===== config.mk =====
export PLATFORM = sky130hd
export DESIGN_NAME = tpu_sched_ctrl
export DESIGN_NICKNAME = d
export VERILOG_FILES = /design/src/rtl/tpu_sched_ctrl.sv
export SDC_FILE = /design/constraint.sdc
export NUM_CORES = 1
export LEC_CHECK = 0
export ABC_AREA = 0
export CORE_MARGIN = 4
export CORE_UTILIZATION = 35
export CTS_CLUSTER_SIZE = 20
export DETAILED_ROUTE_END_ITERATION = 8
export PLACE_DENSITY = 0.63
export SETUP_SLACK_MARGIN = 0.5
export SLEW_MARGIN = 20
export SYNTH_ARGS = -nofsm -noshare
export SYNTH_HDL_FRONTEND = slang
export SYNTH_SLANG_ARGS = --single-unit

===== constraint.sdc =====
create_clock -name clk -period 1.95 [get_ports clk]
set_clock_uncertainty 0.1 [all_clocks]
set_input_delay 0.195 -clock clk [delete_from_list [all_inputs] [get_ports clk]]
set_output_delay 0.195 -clock clk [all_outputs]
set_load 0.05 [all_outputs]

===== src/rtl/tpu_sched_ctrl.sv =====
// Slot sequencer for the batched systolic-array TPU.
// Streams shared SRAM reads, accumulator clears and per-bank diagonal writes.
module tpu_sched_ctrl #(
    parameter  int ARRAY_SIZE      = 8,
    parameter  int BATCH_SIZE      = 3,
    parameter  int QUEUE_SIZE      = 4,
    parameter  int SRAM_ADDR_WIDTH = 10,
    parameter  int OUT_LAT         = 13,
    localparam int MATRIX_BITS     = $clog2(2*ARRAY_SIZE-1)
) (
    input  logic                              clk,
    input  logic                              srst,
    input  logic                              tpu_start,
    input  logic                              stall,
    output logic                              sram_rd_en,
    output logic [SRAM_ADDR_WIDTH-1:0]        sram_raddr,
    output logic                              acc_clr,
    output logic [BATCH_SIZE-1:0]             out_wr_en,
    output logic [BATCH_SIZE*MATRIX_BITS-1:0] out_waddr,
    output logic                              busy,
    output logic                              tpu_finish
);

    localparam int FEED_LEN = BATCH_SIZE*ARRAY_SIZE + QUEUE_SIZE - 1;
    localparam int NDIAG    = 2*ARRAY_SIZE - 1;
    localparam int LAST     = (BATCH_SIZE-1)*ARRAY_SIZE + OUT_LAT + NDIAG - 1;
    localparam int CNT_W    = $clog2(LAST + 2);

    typedef enum logic [1:0] {
        IDLE   = 2'd0,
        ACTIVE = 2'd1,
        DONE   = 2'd2
    } state_e;

    state_e                            state_q, state_d;
    logic [CNT_W-1:0]                  slot_q, slot_d;
    logic                              rd_en_q, rd_en_d;
    logic [SRAM_ADDR_WIDTH-1:0]        raddr_q, raddr_d;
    logic                              clr_q, clr_d;
    logic [BATCH_SIZE-1:0]             wr_en_q, wr_en_d;
    logic [BATCH_SIZE*MATRIX_BITS-1:0] waddr_q, waddr_d;
    logic                              busy_q, busy_d;
    logic                              finish_q, finish_d;

    logic             emit;
    logic [CNT_W-1:0] k_cur;
    int               kk;
    int               lo;

    // Next state, slot advance and the registered actions of the emitted slot
    always_comb begin
        state_d  = state_q;
        slot_d   = slot_q;
        finish_d = finish_q;
        rd_en_d  = 1'b0;
        raddr_d  = '0;
        clr_d    = 1'b0;
        wr_en_d  = '0;
        waddr_d  = '0;
        emit     = 1'b0;
        k_cur    = slot_q;
        kk       = 0;
        lo       = 0;

        unique case (state_q)
            IDLE, DONE: begin
                if (tpu_start) begin
                    state_d  = ACTIVE;
                    finish_d = 1'b0;
                    k_cur    = '0;
                    slot_d   = '0;
                    emit     = !stall;
                end
            end
            ACTIVE: begin
                if (!stall) begin
                    if (slot_q == CNT_W'(LAST + 1)) begin
                        state_d  = DONE;
                        finish_d = 1'b1;
                    end else begin
                        emit = 1'b1;
                    end
                end
            end
            default: begin
                state_d = IDLE;
            end
        endcase

        if (emit) begin
            slot_d = k_cur + CNT_W'(1);
            kk     = int'(k_cur);
            if (kk < FEED_LEN) begin
                rd_en_d = 1'b1;
                raddr_d = SRAM_ADDR_WIDTH'(kk);
            end
            for (int b = 0; b < BATCH_SIZE; b++) begin
                if (kk == b*ARRAY_SIZE) begin
                    clr_d = 1'b1;
                end
                lo = b*ARRAY_SIZE + OUT_LAT;
                if (kk >= lo && kk < lo + NDIAG) begin
                    wr_en_d[b] = 1'b1;
                    waddr_d[b*MATRIX_BITS +: MATRIX_BITS] =
                        MATRIX_BITS'(kk - lo);
                end
            end
        end

        busy_d = (state_d == ACTIVE);
    end

    // State, slot counter and output registers with synchronous reset
    always_ff @(posedge clk) begin
        if (srst) begin
            state_q  <= IDLE;
            slot_q   <= '0;
            rd_en_q  <= 1'b0;
            raddr_q  <= '0;
            clr_q    <= 1'b0;
            wr_en_q  <= '0;
            waddr_q  <= '0;
            busy_q   <= 1'b0;
            finish_q <= 1'b0;
        end else begin
            state_q  <= state_d;
            slot_q   <= slot_d;
            rd_en_q  <= rd_en_d;
            raddr_q  <= raddr_d;
            clr_q    <= clr_d;
            wr_en_q  <= wr_en_d;
            waddr_q  <= waddr_d;
            busy_q   <= busy_d;
            finish_q <= finish_d;
        end
    end

    assign sram_rd_en = rd_en_q;
    assign sram_raddr = raddr_q;
    assign acc_clr    = clr_q;
    assign out_wr_en  = wr_en_q;
    assign out_waddr  = waddr_q;
    assign busy       = busy_q;
    assign tpu_finish = finish_q;

endmodule


# After elaboration in Yosys (flattened, before gate mapping)

Cells that the tools add are included.

Add/subtract/negate cells: 4
Order comparisons: 7
Equal/unequal tests: 9
Multiplexer cells: 22
Bitwise gates (word level): 5
Reductions and logical operators: 14

Operators with widths:

| kind                  | number |
|---|---|
| $mux W6               | 3 |
| $mux W1               | 13 |
| $eq A6 B6 Y1 const B  | 2 |
| $ge A6 B5 Y1 const B  | 2 |
| $lt A6 B5 Y1 const B  | 2 |
| $lt A6 B6 Y1 const B  | 2 |
| $reduce_or A3 Y1      | 4 |
| $sub A4 B4 Y4 const B | 2 |
| $add A6 B1 Y6 const B | 1 |
| $eq A6 B5 Y1 const B  | 1 |
| $ge A6 B4 Y1 const B  | 1 |
| $logic_not A6 Y1      | 1 |
| $mux W2               | 3 |
| $ne A2 B2 Y1 const B  | 3 |
| $not A1 Y1            | 5 |
| $eq A2 B1 Y1 const B  | 2 |
| $pmux W1 S2           | 2 |
| $pmux W2 S2           | 1 |
| $reduce_and A4 Y1     | 1 |
| $reduce_or A2 Y1      | 2 |
| $sub A4 B3 Y4 const B | 1 |
| $logic_and A1 B1 Y1   | 3 |
| $eq A2 B2 Y1 const B  | 1 |
| $logic_not A2 Y1      | 1 |
| other kinds (2)       | 2 |

Register bits after elaboration: 37
Input port bits: 4
Output and inout bits: 29
Word-level logic and storage cells: 73

# Longest topological paths before layout

Depth after elaboration: 7
Depth in mapped cells: 7
Depth with buffers taken out: 7

# Worst setup path after synthesis

Ideal clock, no wire load.

Kind: register to register
Start: reg state_q[0]
End: reg waddr_q[2] (netlist: out_waddr[2])
Library setup time: 103 ps
Arrival: 1784 ps
Data required time: 1747 ps
Path slack: -38 ps
Cell stages (with the launch flop): 8
Path buffers: 1
Period minus slack after synthesis: 1988 ps
Path through: dfxtp_1 > nand2b_1 > clkbuf_1 > nand2_1 > ha_1 > inv_1 > o2111ai_1 > a2111oi_2

Longest elaborated chain between the ends: 7
Elaborated cells between the ends (all ways): 13
Classes of those cells: add/sub (1); order compare (2); eq/ne (2); mux (2); bitwise (2); reduce/logical (4)

RTL lines:

| element                                                 | line | source |
|---|---|---|
| from (decl)                                             | 35   | `state_e state_q, state_d;` |
| from (signal assigned)                                  | 126  | `state_q <= state_d;` |
| $eq A2 B2 Y1 / $logic_not A2 Y1 (equally long branches) | 65   | `unique case (state_q)` |
| $reduce_or A2 Y1                                        | 65   |  |
| $mux W6                                                 | 65   |  |
| $ge A6 B4 Y1 / $lt A6 B5 Y1 (equally long branches)     | 102  | `if (kk >= lo && kk < lo + NDIAG) begin` |
| $logic_and A1 B1 Y1                                     | 102  |  |
| $not A1 Y1 (no source line)                             | --   |  |
| $reduce_or A3 Y1 (no source line)                       | --   |  |
| to (signal assigned)                                    | 132  | `waddr_q <= waddr_d;` |
| to (decl)                                               | 41   | `logic [BATCH_SIZE*MATRIX_BITS-1:0] waddr_q, waddr_d;` |

Parallel ways exist; a longest one is shown, timed or not.
A chain may end at the register's enable or synchronous reset.

# Worst setup path in the final report

Start: reg state_q[0]
End: reg waddr_q[4] (netlist: out_waddr[4])

Longest elaborated chain between the ends: 7
Elaborated cells between the ends (all ways): 13
Classes of those cells: add/sub (1); order compare (2); eq/ne (2); mux (2); bitwise (2); reduce/logical (4)

RTL lines:

| element                                                 | line |
|---|---|
| $eq A2 B2 Y1 / $logic_not A2 Y1 (equally long branches) | 65 |
| $reduce_or A2 Y1                                        | 65 |
| $mux W6                                                 | 65 |
| $ge A6 B5 Y1 / $lt A6 B6 Y1 (equally long branches)     | 102 |
| $logic_and A1 B1 Y1                                     | 102 |
| $not A1 Y1 (no source line)                             | -- |
| $reduce_or A3 Y1 (no source line)                       | -- |

Parallel ways exist; a longest one is shown, timed or not.

==> flow_summary.json <==
{
  "dp_hpwl_um": 2470,
  "port_buffers": 28,
  "hold_class": "in -> reg",
  "crit_path_frequent_cell": "buf_4",
  "yosysSeqAreaShare_pct": 49.0,
  "holdBufCountCts": 0,
  "cp-end-kind": "flip-flop",
  "die_h_um": 70.1,
  "setup_viol": 0,
  "grt_usage_pct": 15.7,
  "yosysTopAreaCellShare_pct": 49.0,
  "fin_crit_ns": 1.67,
  "numCtsBuffers": 5,
  "post_drt_wl_per_cell_um": 14.6,
  "status": "finished clean",
  "die_area_um2": 4910,
  "cts_tree": "done",
  "crit_path_max_incr_delay_ns": 0.33,
  "fin_nets": 210,
  "grt_setup_unrepaired": "yes",
  "synth_area_leaders": "dfxtp_1, a21oi_1, a211oi_1, o31ai_1, clkbuf_1",
  "cp_max_fo": 5,
  "clock_sinks": 33,
  "synth_cells": 145,
  "firstDrtPassIters": 4,
  "r2r-start": "state_q[0]",
  "total_power_w": 0.00165,
  "io_pins": 33,
  "worstMarginPinSlew_ns": 0.562,
  "path_clk_slew_ns": 0.07,
  "ys_ff_latch": 33,
  "irDropWorstVdd_v": 0.000504,
  "start_util_pct": 36.6,
  "ant_nets": 0,
  "synthArstFlopShare_pct": 0,
  "netlist-cell-type-count": 37,
  "worstSkewPairLatency_ns": 0.28,
  "core_area_um2": 3690,
  "vias": 1327,
  "drc": 0,
  "slew_viol_final": 0,
  "diodes": 0,
  "final_util_pct": 63.2,
  "grt_max_degree": 12,
  "cpMaxStageDelayCell": "dfxtp_2",
  "synth.avg_cell_area_um2": 9.30,
  "max_freq_mhz": 599,
  "grt_pass1_wl_um": 6150,
  "synth-edff-count": 0,
  "synth-warning-count": 0,
  "gr-total-overflow": 0,
  "drt_wl_total_um": 3700,
  "antenna_found_initial": 0,
  "routed_via_density": 5.22,
  "fp.dieW_um": 70.1,
  "first_global_vias": 1295,
  "arrival_ns": 1.72,
  "rows": 22,
  "fin_crit_sh_pct": 85.5,
  "cts_root_buf": "clkbuf_8",
  "crit_required_ns": 2.00,
  "slew-limit-headroom_pct": 62.5,
  "cp_cell_sequence": "nand2b_4, buf_4, nand2_4, ha_4, inv_6, o211ai_1, buf_4, a211oi_2",
  "yosys.area.top_type": "dfxtp_1",
  "ctsLongestPathBuffers": 2,
  "crit_path_start_kind": "flip-flop",
  "hold_slack_ns": 0.306,
  "worstSetupPathType": "reg -> reg",
  "yosys_most_used_dff": "dfxtp_1",
  "power.leakage_nw": 0.870,
  "startpoint": "state_q[0]",
  "drt-initial-drc-count": 27,
  "htreeDepth": 2,
  "drive_gt1_share_pct": 47.1,
  "drv_cap": 0,
  "synth_area_um2": 1350,
  "place_congestion": 0.869,
  "finalHoldViolCount": 0,
  "powerDensity_nw_per_um2": 710,
  "hp-start": "tpu_start",
  "area_growth_pct": 72.8
}
## critical path, delay by kind of cell, from the launching register on
family                     cells  cell delay (ns)
adders and majority gates      1             0.16
DFF                            1             0.33
and+or+nand+nor                2             0.21
buffers and inverters          3             0.39
AOI/OAI and AO/OA              2             0.33
## Yosys cell counts (all sizes together) (2+ instances only)
cell     instances
nand2b           2
nor4             3
inv              9
nand3            3
a21oi           16
a2111oi          5
o21bai           2
nor2             2
o211ai           3
nor2b            4
buf              6
o21ai            2
nand2            7
a211oi           7
or4              3
xnor2            2
dfxtp           33
o2111ai          3
clkbuf           9
nor3             5
o31ai            5
or2              2
## metal layers
metal / track usage [%] / vias to the layer above / part of all wire (%)
met5: 0 / - / 0
met4: 4.89 / 0 / 1.0
met3: 5.47 / 5 / 6.0
met2: 27.0 / 43 / 52
met1: 18.3 / 633 / 41
li1: - / 646 / -
## sequential cells by signal (all words and copies together) (netlist names)
register and cells:
out_waddr 12, sram_raddr 6, state_q 2, slot_q 6, tpu_finish 1, out_wr_en 3
sram_rd_en 1, busy 1, acc_clr 1
## per-stage QoR
stage | instance area [um2] | setup TNS, ns | setup slack [ns] | std cells
4_1_cts | 2190 | 0 | 0.248 | 247
3_5_place_dp | 1880 | -1.70 | -0.203 | 233
2_1_floorplan | 1470 | 0 | 0.312 | 149
5_1_grt | 2330 | 0 | 0.213 | 254
6_report | 2330 | 0 | 0.282 | 254
3_3_place_gp | 1880 | -0.789 | -0.113 | 233
## layout by cell type, fill, tap and decap left out, types with 6 or more instances in the layout
| cell | instances |
|---|---|
| buf_4 | 31 |
| dfxtp_1 | 25 |
| dlygate4sd2_1 | 18 |
| a21oi_2 | 10 |
| clkdlybuf4s15_1 | 9 |
| inv_1 | 7 |
| a211oi_2 | 7 |
| a21oi_1 | 6 |
## final timing paths
check	to	slack, ns	cells after the start
max	out_waddr[4]	0.28	8
min	state_q[1]	0.31	4
max reg2reg	out_waddr[4]	0.28	8
min reg2reg	tpu_finish	0.37	2
## cell families (layout without fill, tap and decap cells)
kind of cell | Yosys count | in the layout | share of synthesized area (%)
AND/OR/NAND/NOR | 37 | 37 | 15.9
AO/OA/AOI/OAI | 47 | 47 | 24.7
buffers and inverters | 24 | 81 | 7.98
adder cells (fa/ha/maj) | 1 | 1 | 0.927
flip-flops | 33 | 33 | 49.0
other | 1 | 5 | 0.278
XOR/XNOR | 2 | 2 | 1.30
## where the power goes
group,total (W),switching [W],leakage [nW],internal [W]
Sequential,0.000689,0.00000968,0.272,0.000679
Clock,0.000754,0.000246,0.0681,0.000507
Combinational,0.000211,0.000128,0.530,0.0000830
Total,0.00165,0.000384,0.870,0.00127
## area by class of cell
class                           count  area, um2
Fill cell                         332       1360
Sequential cell                    33        681
Multi-Input combinational cell     92        868
Inverter                            9       41.3
Clock buffer                        5       68.8
Clock inverter                      3       65.1
Tap cell                           48       60.1
Timing Repair Buffer               64        547
## timing repair
item | CTS | global route
buffers inserted | 6 | 7
endpoints found under the setup margin | 56 | 41
pin swaps | 15 | 8
resized for setup | 69 | 27
No activity file was read; power rests on OpenSTA's default activity.
==> patch, RTL diff (same settings) <==
Change the parameter `SRAM_ADDR_WIDTH` from 10 to 11.
--- a/src/rtl/tpu_sched_ctrl.sv
+++ b/src/rtl/tpu_sched_ctrl.sv
@@ -5,5 +5,5 @@
     parameter  int BATCH_SIZE      = 3,
     parameter  int QUEUE_SIZE      = 4,
-    parameter  int SRAM_ADDR_WIDTH = 10,
+    parameter  int SRAM_ADDR_WIDTH = 11,
     parameter  int OUT_LAT         = 13,
     localparam int MATRIX_BITS     = $clog2(2*ARRAY_SIZE-1)
Interface: changed (resized sram_raddr); port bits go from 33 to 34. The function was not compared with the original's and may differ.
==> patch against the unedited design <==
- count of clock-buffer cells in the layout up 2
- routed wire length is 2.9% lower
- power down 6.0%
- highest routed layer unchanged
- sequential cell count is the same
- hold slack improved by 0.016 ns
- final area is 6.2% lower
- critical path type unchanged
- global-route usage is 0.76 points lower
- largest cell class unchanged
- worst setup slack worse by 0.093 ns
- synthesized area is 0.56% higher
==> patch: results <==
# TYPE chip_impl_metric gauge
chip_impl_metric{name="cts_resized",unit=""} 56
chip_impl_metric{name="placedInstanceArea",unit="sq um"} 1886
chip_impl_metric{name="via_count",unit=""} 1261
chip_impl_metric{name="nets",unit=""} 205
chip_impl_metric{name="post_synth_xor_area_fraction",unit="%"} 1.292
chip_impl_metric{name="met3_wirelength",unit="um"} 148
chip_impl_info{name="timing.rr.end",value="out_waddr[1]$_SDFF_PP0_"} 1
chip_impl_metric{name="p_comb",unit="W"} 0.000201
chip_impl_metric{name="grt_pass1_wl",unit="mm"} 5.796
chip_impl_metric{name="peakVddDrop",unit="uV"} 416.5
chip_impl_metric{name="groute.layer.met1.usage",unit="%"} 17.38
chip_impl_metric{name="drtIter0Drc",unit=""} 26
chip_impl_metric{name="route.detailed.vias_per_inst",unit=""} 5.064
chip_impl_metric{name="avgRoutedWirePerCell",unit="um"} 14.44
chip_impl_metric{name="worstPathArrival",unit="ns"} 1.85
chip_impl_metric{name="m1WireLength",unit="mm"} 1.534
chip_impl_info{name="synth_area_leaders",value="dfxtp_1 49%, a21oi_1 5.9%, a211oi_1 3.9%"} 1
chip_impl_info{name="critical-path-slowest-cell",value="dfxtp_4"} 1
chip_impl_metric{name="total_switching_power",unit="W"} 0.0003773
chip_impl_metric{name="holdWs",unit="ns"} 0.3220
chip_impl_info{name="outcome",value="finished clean"} 1
chip_impl_metric{name="gp_congestion",unit=""} 0.8808
chip_impl_metric{name="global_route_usage_over_all_layers",unit="%"} 14.96
chip_impl_metric{name="post_cts_buffers",unit=""} 4
chip_impl_metric{name="grt_pass1_vias",unit=""} 1231
chip_impl_metric{name="final_min_period_over_clock_period",unit="%"} 90.33
chip_impl_metric{name="synth.yosys.seq_area_share",unit="%"} 48.71
chip_impl_metric{name="post-place-cells",unit=""} 234
-- patch: cell count changes in the layout (fill, tap and decap cells not counted), sizes merged --
| cell | unedited run | this run |
|---|---|---|
| dlygate4sd2 | 18 | 22 |
| clkbuf | 5 | 7 |
| buf | 36 | 30 |
| bufinv | 2 | 1 |
| clkdlybuf4s15 | 9 | 5 |
| clkinv | 1 | 0 |
| conb | 5 | 6 |
-- patch: cell type report --
type	instances	area, sq um	area share (%)
tap	48	60.06	2.748
clock inverter	1	30.03	1.374
inverter	9	41.29	1.889
clock buffer	7	86.33	3.950
timing repair buffer	58	493.0	22.55
multi-input combinational	93	799.5	36.58
sequential	33	675.6	30.91
-- patch: kinds of logic after synthesis --
logic type                 count (synthesis)
AOI/OAI and AO/OA                         47
xor gates and xnor gates                   2
adders and majority gates                  1
buffers and inverters                     25
DFF                                       33
other                                      1
and+or+nand+nor                           37
-- patch: worst min-delay path: stages --
cell           delay (ns)
dlygate4sd2_1        0.29
nor2_1               0.07
nand2_1              0.07
a21oi_2              0.05
